File: config.mk
export PLATFORM = sky130hd
export DESIGN_NAME = irrigation_scheduler
export DESIGN_NICKNAME = d
export VERILOG_FILES = /design/src/rtl/irrigation_pkg.sv /design/src/rtl/irrigation_scheduler_sched_timer.sv /design/src/rtl/irrigation_scheduler.sv
export SDC_FILE = /design/constraint.sdc
export NUM_CORES = 1
export LEC_CHECK = 0
export ABC_CLOCK_PERIOD_IN_PS = 3500
export BUFFER_PORTS_ARGS = -buffer_cell sky130_fd_sc_hd__buf_2
export CORE_MARGIN = 2
export CORE_UTILIZATION = 58
export CTS_BUF_LIST = sky130_fd_sc_hd__clkbuf_16
export DETAILED_ROUTE_END_ITERATION = 8
export PLACE_DENSITY = 0.84
export SETUP_SLACK_MARGIN = 0.15
export SYNTH_ARGS = -nofsm -noshare
export SYNTH_HDL_FRONTEND = slang
export SYNTH_HIERARCHICAL = 1
export SYNTH_SLANG_ARGS = --single-unit
File: constraint.sdc
create_clock -name clock -period 3.5 [get_ports clock]
set_input_delay 0.7 -clock clock [delete_from_list [all_inputs] [get_ports clock]]
set_output_delay 0.7 -clock clock [all_outputs]
set_load 0.01 [all_outputs]
File: src/rtl/irrigation_pkg.sv
// ----------------------------------------------------------------------------
// Module   : irrigation_pkg
// Brief    : Shared state encoding and level constants for the irrigation
//            scheduler.
// Revision : 1.0
// ----------------------------------------------------------------------------
`default_nettype none

package irrigation_pkg;

  localparam int c_lvl_w        = 3;
  localparam int c_low_lvl_def  = 2;
  localparam int c_full_lvl_def = 7;

  typedef enum logic [2:0] {
    ST_IDLE     = 3'd0,
    ST_FILL     = 3'd1,
    ST_SPRINKLE = 3'd2,
    ST_DRIP     = 3'd3,
    ST_FAULT    = 3'd4
  } sched_state_t;

endpackage

`default_nettype wire

File: src/rtl/irrigation_scheduler_sched_timer.sv
// ----------------------------------------------------------------------------
// Module   : sched_timer
// Brief    : Saturating state-residency counter with synchronous clear and a
//            greater-or-equal compare against a runtime limit.
// Revision : 1.0
// ----------------------------------------------------------------------------
`default_nettype none

module sched_timer #(
  parameter int CNT_W = 11
) (
  input  logic             clock,
  input  logic             reset,
  input  logic             clear,
  input  logic [CNT_W-1:0] limit,
  output logic             at_limit
);

  localparam logic [CNT_W-1:0] c_max = '1;

  logic [CNT_W-1:0] r_count;

  always_ff @(posedge clock or negedge reset) begin
    if (!reset) begin
      r_count <= '0;
    end else if (clear) begin
      r_count <= '0;
    end else if (r_count != c_max) begin
      r_count <= r_count + 1'b1;
    end
  end

  assign at_limit = (r_count >= limit);

endmodule

`default_nettype wire

File: src/rtl/irrigation_scheduler.sv
// ----------------------------------------------------------------------------
// Module   : irrigation_scheduler
// Brief    : Sequences tank fill, sprinkler and dripper valves with minimum run
//            time, refill priority and a latched sensor fault.
//            Optional FILL watchdog: define SCHED_FILL_TIMEOUT_EN.
// Revision : 1.0
// ----------------------------------------------------------------------------
`default_nettype none

module irrigation_scheduler
  import irrigation_pkg::*;
#(
  parameter int LOW_LVL      = c_low_lvl_def,
  parameter int FULL_LVL     = c_full_lvl_def,
  parameter int MIN_RUN      = 16,
  parameter int FILL_TIMEOUT = 1024,
  parameter int CNT_W        = 11
) (
  input  logic               clock,
  input  logic               reset,
  input  logic               enable,
  input  logic [c_lvl_w-1:0] level,
  input  logic               soil_dry,
  input  logic               soil_wet,
  output logic               valve_fill,
  output logic               sprinkler_on,
  output logic               dripper_on,
  output logic               alarm,
  output logic [2:0]         state_o
);

  localparam logic [c_lvl_w-1:0] c_low      = c_lvl_w'(LOW_LVL);
  localparam logic [c_lvl_w-1:0] c_full     = c_lvl_w'(FULL_LVL);
  localparam logic [CNT_W-1:0]   c_run_lim  = CNT_W'(MIN_RUN - 1);
  localparam logic [CNT_W-1:0]   c_fill_lim = CNT_W'(FILL_TIMEOUT - 1);

  sched_state_t     r_state;
  sched_state_t     w_next;
  logic             w_at_limit;
  logic             w_clear;
  logic [CNT_W-1:0] w_limit;

  // One timer serves both the minimum-run check and the FILL watchdog.
  assign w_limit = (r_state == ST_FILL) ? c_fill_lim : c_run_lim;
  assign w_clear = (w_next != r_state);

  sched_timer #(
    .CNT_W (CNT_W)
  ) u_timer (
    .clock    (clock),
    .reset    (reset),
    .clear    (w_clear),
    .limit    (w_limit),
    .at_limit (w_at_limit)
  );

  always_comb begin
    w_next = r_state;
    if (soil_dry && soil_wet && (r_state != ST_FAULT)) begin
      w_next = ST_FAULT;
    end else if (r_state == ST_FAULT) begin
      w_next = enable ? ST_FAULT : ST_IDLE;
    end else if (!enable) begin
      w_next = ST_IDLE;
    end else if ((level <= c_low) && (r_state != ST_FILL)) begin
      w_next = ST_FILL;
    end else begin
      case (r_state)
        ST_IDLE: begin
          if (soil_dry)       w_next = ST_SPRINKLE;
          else if (!soil_wet) w_next = ST_DRIP;
          else                w_next = ST_IDLE;
        end
        ST_FILL: begin
          if (level >= c_full) w_next = ST_IDLE;
`ifdef SCHED_FILL_TIMEOUT_EN
          else if (w_at_limit) w_next = ST_FAULT;
`else
          else w_next = ST_FILL;
`endif
        end
        ST_SPRINKLE: begin
          if (w_at_limit) begin
            if (soil_wet)       w_next = ST_IDLE;
            else if (!soil_dry) w_next = ST_DRIP;
          end
        end
        ST_DRIP: begin
          if (w_at_limit) begin
            if (soil_wet)      w_next = ST_IDLE;
            else if (soil_dry) w_next = ST_SPRINKLE;
          end
        end
        default: w_next = ST_IDLE;
      endcase
    end
  end

  // Outputs are decoded from the next state so they track state_o exactly.
  always_ff @(posedge clock or negedge reset) begin
    if (!reset) begin
      r_state      <= ST_IDLE;
      valve_fill   <= 1'b0;
      sprinkler_on <= 1'b0;
      dripper_on   <= 1'b0;
      alarm        <= 1'b0;
    end else begin
      r_state      <= w_next;
      valve_fill   <= (w_next == ST_FILL);
      sprinkler_on <= (w_next == ST_SPRINKLE);
      dripper_on   <= (w_next == ST_DRIP);
      alarm        <= (w_next == ST_FAULT);
    end
  end

  assign state_o = r_state;

endmodule

`default_nettype wire

; ---- After elaboration in Yosys (flattened, before gate mapping)
; Index checks and enable logic that the tools add are counted.
[op_classes]
addsub = 1
order_cmp = 3
eq_ne = 12
muxes = 18
reduce_logical = 5
[op_table]
columns = op, n
row1 = two-way mux 3 bit, 11
row2 = two-way mux 11 bit, 2
row3 = "equality test 3 x 2 -> 1 bit, second input constant", 4
row4 = one-hot mux 3 bit (4 select lines), 1
row5 = "adder 11 x 1 -> 11 bit, second input constant", 1
row6 = >= comparator 11 x 10 -> 1 bit, 1
row7 = "!= test 11 bit, second input constant", 1
row8 = two-way mux 10 bit, 1
row9 = "equality test 3 x 1 -> 1 bit, second input constant", 2
row10 = "equality test 3 bit, second input constant", 2
row11 = two-way mux 2 bit, 2
row12 = ">= comparator 3 bit, second input constant", 1
row13 = "less-or-equal comparator 3 x 2 -> 1 bit, second input constant", 1
row14 = logical AND 1 bit, 3
row15 = zero test 3 bit, 1
row16 = "!= test 3 x 1 -> 1 bit, second input constant", 1
row17 = != test 3 bit, 1
row18 = "!= test 3 bit, second input constant", 1
row19 = nonzero test 2 bit, 1
row20 = two-way mux 1 bit, 1
[word_totals]
reg_bits = 18
inputBits = 8
out_inout_bits = 7

; ---- Longest topological paths before layout
; Gate-level depths: netlist (run 1).
[logic_depth]
depth_word = 11
mapped_depth = 14
mapped_depth_nobuf = 14

; ---- Modules after synthesis
; The synthesis (run 1) kept the hierarchy.
[by_module_without_submodules]
columns = mod, instances, cells_per_inst, area_each_um2, seq_area_each_um2
row1 = sched_timer, 1, 93, 837.1, 275.3
row2 = irrigation_scheduler, 1, 60, 520.5, 175.2

; ---- Worst setup path before layout (run 1)
; No wires, ideal clock.
[synth_timing]
path_kind = reg2reg
startpoint = register r_state[2] (netlist: state_o[2])
endpoint = register u_timer.r_count[8]
setup_time_ps = 99
arrival_ps = 2884
required_ps = 3401
setup_slack_ps = 516
path_stages_with_launch = 15
path_cell_list = dfrtp_1 -> or3b_1 -> inv_1 -> inv_1 -> ha_1 -> a21o_1 -> a21o_1 -> a21oi_1 -> o21ai_0 -> nor2b_1 -> o31ai_1 -> a22oi_1 -> nand4b_1 -> dlygate4sd1_1 -> a311oi_1
[synth_between]
elab_chain_cells = 11
elab_cells_between_ends = 25
cone_classes = order compare (1) / eq/ne (7) / mux (13) / reduce/logical (4)
[synth_rtl]
columns = item, line_no
row1 = "start, declared", irrigation_scheduler.sv:37  ; sched_state_t r_state;
row2 = "start signal, assigned", irrigation_scheduler.sv:108  ; r_state <= w_next;
row3 = equality test 3 x 1 -> 1 bit (*), irrigation_scheduler.sv:44  ; assign w_limit = (r_state == ST_FILL) ? c_fill_lim : c_run_lim;
row4 = two-way mux 10 bit (*), irrigation_scheduler.sv:44
row5 = via w_limit[4], irrigation_scheduler.sv:41  ; logic [CNT_W-1:0] w_limit;
row6 = >= comparator 11 x 10 -> 1 bit (*), irrigation_scheduler_sched_timer.sv:33  ; assign at_limit = (r_count >= limit);
row7 = via w_at_limit, irrigation_scheduler.sv:39  ; logic w_at_limit;
row8 = two-way mux 3 bit (on tied branches), "irrigation_scheduler.sv:89, irrigation_scheduler.sv:83"
row9 = one-hot mux 3 bit (4 select lines) (*), irrigation_scheduler.sv:68  ; case (r_state)
row10 = two-way mux 3 bit (*), irrigation_scheduler.sv:65  ; end else if ((level <= c_low) && (r_state != ST_FILL)) begin
row11 = two-way mux 3 bit (*), irrigation_scheduler.sv:63  ; end else if (!enable) begin
row12 = two-way mux 3 bit (*), irrigation_scheduler.sv:61  ; end else if (r_state == ST_FAULT) begin
row13 = two-way mux 3 bit (*), irrigation_scheduler.sv:59  ; if (soil_dry && soil_wet && (r_state != ST_FAULT)) begin
row14 = != test 3 bit (*), irrigation_scheduler.sv:45  ; assign w_clear = (w_next != r_state);
row15 = via w_clear, irrigation_scheduler.sv:40  ; logic w_clear;
row16 = two-way mux 11 bit or nonzero test 2 bit (tied branches), n/a
row17 = "end signal, assigned", irrigation_scheduler_sched_timer.sv:29  ; r_count <= r_count + 1'b1;
row18 = "end, declared", irrigation_scheduler_sched_timer.sv:21  ; logic [CNT_W-1:0] r_count;
; Mark *: on every way through the listed nets, which the timed path passes. The rest lies on a longest branch.
; A chain may end at the register's enable or synchronous reset.

; ---- Worst setup path after layout (run 1)
; Same ends and word-level chain as after synthesis.

==> results of run 1 <==
stage by stage:
stage,util,setup WS [ns]
after floorplan,-,0.516
after global placement,0.663,0.474
after detailed placement,0.663,0.302
after CTS,0.699,0.224
after global routing,0.702,0.199
final,0.702,0.416
critical path, cell delays in order, from the launching register on:
cell and delay (ns):
dfrtp_1 0.44, or3b_1 0.44, inv_2 0.11, inv_1 0.05, ha_1 0.29, nand2_1 0.07
o21ai_0 0.17, a21oi_1 0.08, o21ai_1 0.20, nand2_1 0.12, o2111ai_2 0.25, nor3_1 0.08
nand4b_1 0.23, buf_4 0.20, a311oi_1 0.23
layer usage:
metal	track usage	wire length, µm	up-vias
met1	0.295	1280	549
met3	0.0486	137	2
met5	0	0	-
met4	0.0726	9	0
met2	0.438	1610	37
li1	-	-	576
registers in the layout (all words and copies together), names as in the netlist:
register / cells
state_o: 3
sprinkler_on: 1
alarm: 1
valve_fill: 1
u_timer/r_count: 11
dripper_on: 1
kinds of logic after synthesis:
family          after synthesis
simple gates                 47
mux                           2
buf+inv                      24
fa+ha+maj                    13
xor+xnor                      3
compound gates               44
other cells                   2
flops                        18
cell type report:
type	count	area (µm²)	area share
Clock inverter	1	3.75	0.00242
Tap cell	28	35.0	0.0226
Multi-Input combinational cell	114	821	0.529
Timing Repair Buffer	17	92.6	0.0596
Sequential cell	18	450	0.290
Inverter	20	75.1	0.0483
Clock buffer	3	75.1	0.0483
report_power, final:
| group | switching, µW | leakage, µW | internal [µW] |
|---|---|---|---|
| Sequential | 14.8 | 0.000245 | 222 |
| Combinational | 84.1 | 0.000516 | 62.9 |
| Clock | 71.9 | 0.0000385 | 152 |
worst min-delay path by stage:
stage | startpoint | to | slack [ns] | depth (start not counted)
after floorplan | reset | alarm | 0.40 | 0
after global placement | u_timer/r_count[10] | u_timer/r_count[10] | 0.57 | 2
after detailed placement | u_timer/r_count[10] | u_timer/r_count[10] | 0.57 | 2
after CTS | reset | sprinkler_on | 0.38 | 1
after global routing | reset | state_o[2] | 0.41 | 1
final | reset | valve_fill | 0.37 | 1
cells in the mapped netlist (2+ instances only):
library cell,count
a211oi_1,2
nand4_1,2
xor2_1,2
nor3_1,2
a21oi_1,11
conb_1,2
or2_2,3
nor3b_1,2
ha_1,12
dfrtp_1,18
nand4_2,2
a21o_1,3
nor2_1,7
or3_1,3
a31oi_1,2
o21ai_0,12
mux2i_1,2
inv_1,20
or3b_1,2
o31ai_1,2
nor2b_1,3
nand2_1,8
nand3_1,2
a21boi_0,2
cells in the final DEF, fill, tap and decap left out, types with 2 or more instances in the layout:
cell type,n
a211oi_1,2
a21boi_0,2
a21o_1,3
a21oi_1,11
a31oi_1,2
buf_2,14
buf_4,3
clkbuf_16,3
conb_1,5
dfrtp_1,18
ha_1,12
inv_1,19
mux2i_1,2
nand2_1,8
nand3_1,2
nand4_1,2
nand4_2,2
nor2_1,7
nor2b_1,3
nor3_1,2
nor3b_1,2
o21ai_0,11
o31ai_1,2
or2_2,3
or3_1,3
or3b_1,2
xor2_1,2
==> metrics, run 1 <==
status finished clean; WS Path Type reg2reg; Max Cap Viol 0; Worst setup SP type register; synthesized-area fraction occupied by and/or/nand/nor cells 0.224; Fin Setup TNS 0 ns; Peak Freq 324 MHz; Leakage about 0.0008 µW; Synth Instances 153; DRT iter0 DRCs 28; Post-Route WL a little over 3000 µm; Finish-stage setup viols 0; total congestion overflow 0; core area between 2000 and 2500 µm²; fin crit period 3.08 ns; vias per cell about 5.8; Post-Layout Inst Area 1550 µm²; Root Buffer clkbuf_16; Ant. Diodes 0; Syn Area/Cell 8.87 µm²; # rows 17; final hold violation count 0; number of remaining DRC errors 0; clock net sink count 18; Cell Pwr Density 391 nW/µm²; worst-path fanout max 9; non-filler cells, final around 200; largest family of logic cells by synthesized area simple AND/OR/NAND/NOR gates; post-cts sizing count 0; global-route wire length before repair about 5000 µm; Yosys top cell area share 0.332; RR Startpoint state_o[2]; number of global-route vias before repair around 1,100; Design Power just over 600 µW; max-slew violation count 0; largest net degree at the start of global routing 19; R2R depth 14; global placement routability congestion ~0.98; Die Wd 52.4 µm; Distinct cells, synth between 50 and 60; Initial Util 0.614; r2r setup slk between 0.4 and 0.5 ns; cell area after placement about 1500 µm²; Slew headroom 0.650; Inst Count DP about 200; fraction of registers with async set/reset 1.00; Clock Path Buffers 2; Seq/Total Area, Yosys 0.332; Main synth FF type dfrtp_1; RSZ-0062 raised after global routing no; Post-CTS Setup Inserts 0; Final #Nets 194; share of cells above drive strength 1 0.214; worst skew pair latency between 0.2 and 0.3 ns; Die Y approximately 52 µm; worst slew pin tran 0.526 ns; post-route ant nets 0; antenna violations before repair 0; clk slew on worst S/H paths ~0.050 ns; Critical Path Sink u_timer/r_count[8]; compound-cell area share of the yosys netlist 0.209; class of the worst hold path in2async; Post-synth EDFFs 0; routed len/inst 15.1 µm; area leader, netlist dfrtp_1; Seq cells post-synth 18; die area ~2700 µm²; # IOs 15; filler instances about 170; reg-to-reg endpoint u_timer/r_count[8]; total track usage 0.245; crit path launch state_o[2]; Fin Hold WS around 0.37 ns; CTS tree built; Synth Warn # 6; Period Utilization, post-route 0.881; Layout area overhead 14.4%; Post-CTS Hold Buffers 0; synthesized area approximately 1400 µm²; Critical Path End Type register; Worst Path Required roughly 3.6 ns; top post-synthesis cells by area dfrtp_1, ha_1, inv_1, o21ai_0, a21oi_1; CTS Buf Count 3; drt first pass iters 4; Post-Synth Adder-Cell Area 0.119; worst vdd ir 0.350 mV; Buffers on Ports 14; Worst Clk Skew between 0.002 and 0.003 ns; routed vias about 1,200; CTS H-tree depth 1; CP Data Arrival Time about 3.2 ns; xor and xnor area share after synthesis 0.0194; post-DP HPWL around 2200 µm; multiplexer share of the synthesized area 0.0147
Note: power is estimated with default switching activity, not from simulation.
==> run 2, diff against run 1 <==
Settings changed: ABC_AREA set to 1, CELL_PAD_IN_SITES_DETAIL_PLACEMENT set to 0, CELL_PAD_IN_SITES_GLOBAL_PLACEMENT set to 1, CORE_UTILIZATION 58 to 42.
==> run 2 against run 1 <==
Compared with the run above:
- worst hold slack got worse by 0.0019 ns
- wire length fell by 6.2%
- area after synthesis rose by 4.9%
- combinational power rose by 6%
- global-route usage fell by 7.9 points
- worst setup slack improved by 0.11 ns
- clock power rose by 2%
- die area rose by 41%
- sequential share of layout area fell by 1.4 points
- utilization fell by 20 points
==> metrics, run 2 <==
max FFs per register 11 (unchanged); CTS Buf Count 3 (unchanged); routed vias 1,294 (was 1,164); Inst Count DP 268 (was 197); Root Buffer clkbuf_16 (unchanged); RSZ-0062 raised after global routing no (unchanged); Flop pwr share 0.397 (was 0.390); Initial Util 0.434 (was 0.614); crit-path cells inv_2, nand3_2, inv_1, inv_1, ha_1, a21oi_1, o21ai_0, nor2_1, nand2_1, o21ai_0, nand3_1, nand3_2, nand2_2, nand2_1, nand3_1, inv_1, o21ai_0, a21oi_1 (was or3b_1, inv_2, inv_1, ha_1, nand2_1, o21ai_0, a21oi_1, o21ai_1, nand2_1, o2111ai_2, nor3_1, nand4b_1, buf_4, a311oi_1); fin crit period 2.98 ns (was 3.08 ns); Finish-stage setup viols 0 (unchanged); commonest non-fill, non-tap cell in the layout nand2_1 (was inv_1); worst vdd ir 0.260 mV (was 0.350 mV); share of cells above drive strength 1 0.199 (was 0.214); Ant. Diodes 0 (unchanged); post-place setup slack 0.553 ns (was 0.302 ns); Peak Freq 336 MHz (was 324 MHz); routed len/inst 10.5 µm (was 15.1 µm); Biggest register u_timer/r_count (unchanged); clock net sink count 18 (unchanged); R2R depth 18 (was 14); Seq/Total Area, Yosys 0.316 (was 0.332); worst-path fanout max 13 (was 9); global placement routability congestion 0.819 (was 0.984); DRT iter0 DRCs 51 (was 28); Main synth FF type dfrtp_1 (unchanged); total congestion overflow 0 (unchanged); number of global-route vias before repair 1,189 (was 1,093); CTS tree built (unchanged); # rows 21 (was 17); non-filler cells, final 272 (was 201); status finished clean (unchanged); cell with the most instances after synthesis nand2_1 (was inv_1); final hold violation count 0 (unchanged); cell area after placement 1560 µm² (was 1470 µm²); Buffers on Ports 14 (unchanged); Synth Warn # 6 (unchanged); post-DP HPWL 2270 µm (was 2220 µm); Distinct cells, synth 23 (was 51); Reg area 450 µm² (unchanged); die area 3870 µm² (was 2740 µm²); Fin Setup TNS 0 ns (unchanged); Clock Path Buffers 2 (unchanged); post-route ant nets 0 (unchanged); Critical Path End Type register (unchanged); clk slew on worst S/H paths 0.05 ns (about the same); Post-CTS Setup Inserts 0 (unchanged); # IOs 15 (unchanged); Psw 204 µW (was 171 µW); Cell Pwr Density 390 nW/µm² (was 391 nW/µm²); drt first pass iters 4 (unchanged); post-cts sizing count 0 (unchanged); Worst Path Required 3.68 ns (was 3.64 ns); worst setup margin 0.523 ns (was 0.416 ns); Post-Route WL 2860 µm (was 3040 µm); Switching Share 0.321 (was 0.281); Seq cells post-synth 18 (unchanged); Multi-input gate area 827 µm² (was 821 µm²); Clock Power Share 0.359 (was 0.368); largest net degree at the start of global routing 19 (unchanged); CP Data Arrival Time 3.16 ns (was 3.22 ns); Worst Clk Skew 0.00413 ns (was 0.00276 ns); leading cell types in the layout, fill and taps excluded nand2_1, inv_1, nand3_1 (was inv_1, dfrtp_1, buf_2); Int Power 433 µW (was 437 µW); Max Cap Viol 0 (unchanged); Design Power 638 µW (was 608 µW); WS Path Type reg2reg (unchanged); synth cell count leaders nand2_1, inv_1, nand3_1 (was inv_1, dfrtp_1, ha_1, o21ai_0, a21oi_1); Period Utilization, post-route 0.851 (was 0.881); filler instances 338 (was 168); antenna violations before repair 0 (unchanged); top post-synthesis cells by area dfrtp_1, nand2_1, ha_1, nand3_1, inv_1 (was dfrtp_1, ha_1, inv_1, o21ai_0, a21oi_1); Post-Layout Inst Area 1630 µm² (was 1550 µm²); slowest library cell on the worst path dfrtp_1 (unchanged); Max stage delay on crit path 0.46 ns (was 0.44 ns); synthesized area 1420 µm² (was 1360 µm²); vias per cell 4.76 (was 5.79); Die Y 62.2 µm (was 52.4 µm); max-slew violation count 0 (unchanged); number of remaining DRC errors 0 (unchanged); Post-synth EDFFs 0 (unchanged); Die Wd 62.2 µm (was 52.4 µm); Final #Nets 247 (was 194); Synth Instances 206 (was 153); global-route wire length before repair 5130 µm (was 4960 µm); fraction of registers with async set/reset 1.00 (unchanged); Yosys top cell area share 0.316 (was 0.332); CTS H-tree depth 1 (unchanged); core area 3280 µm² (was 2210 µm²); total track usage 0.166 (was 0.245); Leakage 0.000913 µW (was 0.000800 µW); Layout area overhead 14.8% (was 14.4%); class of the worst hold path in2async (unchanged); combinational share of power 0.244 (was 0.242); Syn Area/Cell 6.91 µm² (was 8.87 µm²); area leader, netlist dfrtp_1 (unchanged); Worst setup SP type register (unchanged); Post-CTS Hold Buffers 0 (unchanged); worst skew pair latency 0.25 ns (about the same)
==> run 2: cell types whose count changed after synthesis, moves of 5 or more <==
cell | previous run | this run
nand2_1 | 8 | 49
nand3_1 | 2 | 24
inv_1 | 20 | 32
nor2_1 | 7 | 17
inv_2 | 0 | 8
nand2_2 | 0 | 6
a21oi_1 | 11 | 6
o21ai_0 | 12 | 7
==> run 2: power by group through the flow <==
stage                     registers, µW  clock network (µW)  logic, µW
after global routing                257                 241        188
after CTS                           253                 233        158
after detailed placement            256                   0        156
final                               253                 229        156
after global placement              256                   0        157
after floorplan                     254                   0        117
==> run 2: routing by layer <==
layer | part of all wire | routed length [µm] | track usage | vias up
met3 | 0.027 | 78 | 0.0181 | 5
met5 | 0 | 0 | 0 | -
met1 | 0.50 | 1440 | 0.229 | 580
li1 | - | - | - | 691
met4 | 0.019 | 53 | 0.0833 | 0
met2 | 0.45 | 1290 | 0.260 | 18
==> run 2: cell type report <==
| cell class | count | area share |
|---|---|---|
| clock buffers | 3 | 0.0459 |
| clock inverters | 1 | 0.00230 |
| inverters | 40 | 0.0919 |
| multi-input cells | 150 | 0.506 |
| flip-flops and latches | 18 | 0.276 |
| well taps | 46 | 0.0352 |
| repair buffers | 14 | 0.0429 |
==> run 2: worst max-delay path: cells and delay by family, from the launching register on <==
kind | cells | cell delay, ns
buffers and inverters | 4 | 0.66
adder cells (fa/ha/maj) | 1 | 0.31
AO/OA/AOI/OAI | 5 | 0.71
flip-flops | 1 | 0.46
AND/OR/NAND/NOR | 8 | 0.76
==> run 2: kinds of logic after synthesis <==
family | share of synthesized area
flip-flops | 0.316
AO/OA/AOI/OAI | 0.0694
AND/OR/NAND/NOR | 0.393
buffers and inverters | 0.111
adder cells (fa/ha/maj) | 0.105
other | 0.00527
==> run 2: path summary, 6_finish.rpt <==
path	from	slack, ns	endpoint
max	state_o[1]	0.52	u_timer/r_count[2]
min	reset	0.37	u_timer/r_count[1]
max reg2reg	state_o[1]	0.52	u_timer/r_count[2]
min reg2reg	u_timer/r_count[10]	0.57	u_timer/r_count[10]
max in group asynchronous	reset	2.84	alarm
min in group clock	u_timer/r_count[10]	0.57	u_timer/r_count[10]
==> run 2: metrics by stage <==
stage	util	hold slack (ns)
after floorplan	-	0.404
after global placement	0.474	0.556
after detailed placement	0.474	0.561
after CTS	0.498	0.391
after global routing	0.498	0.410
final	0.498	0.369
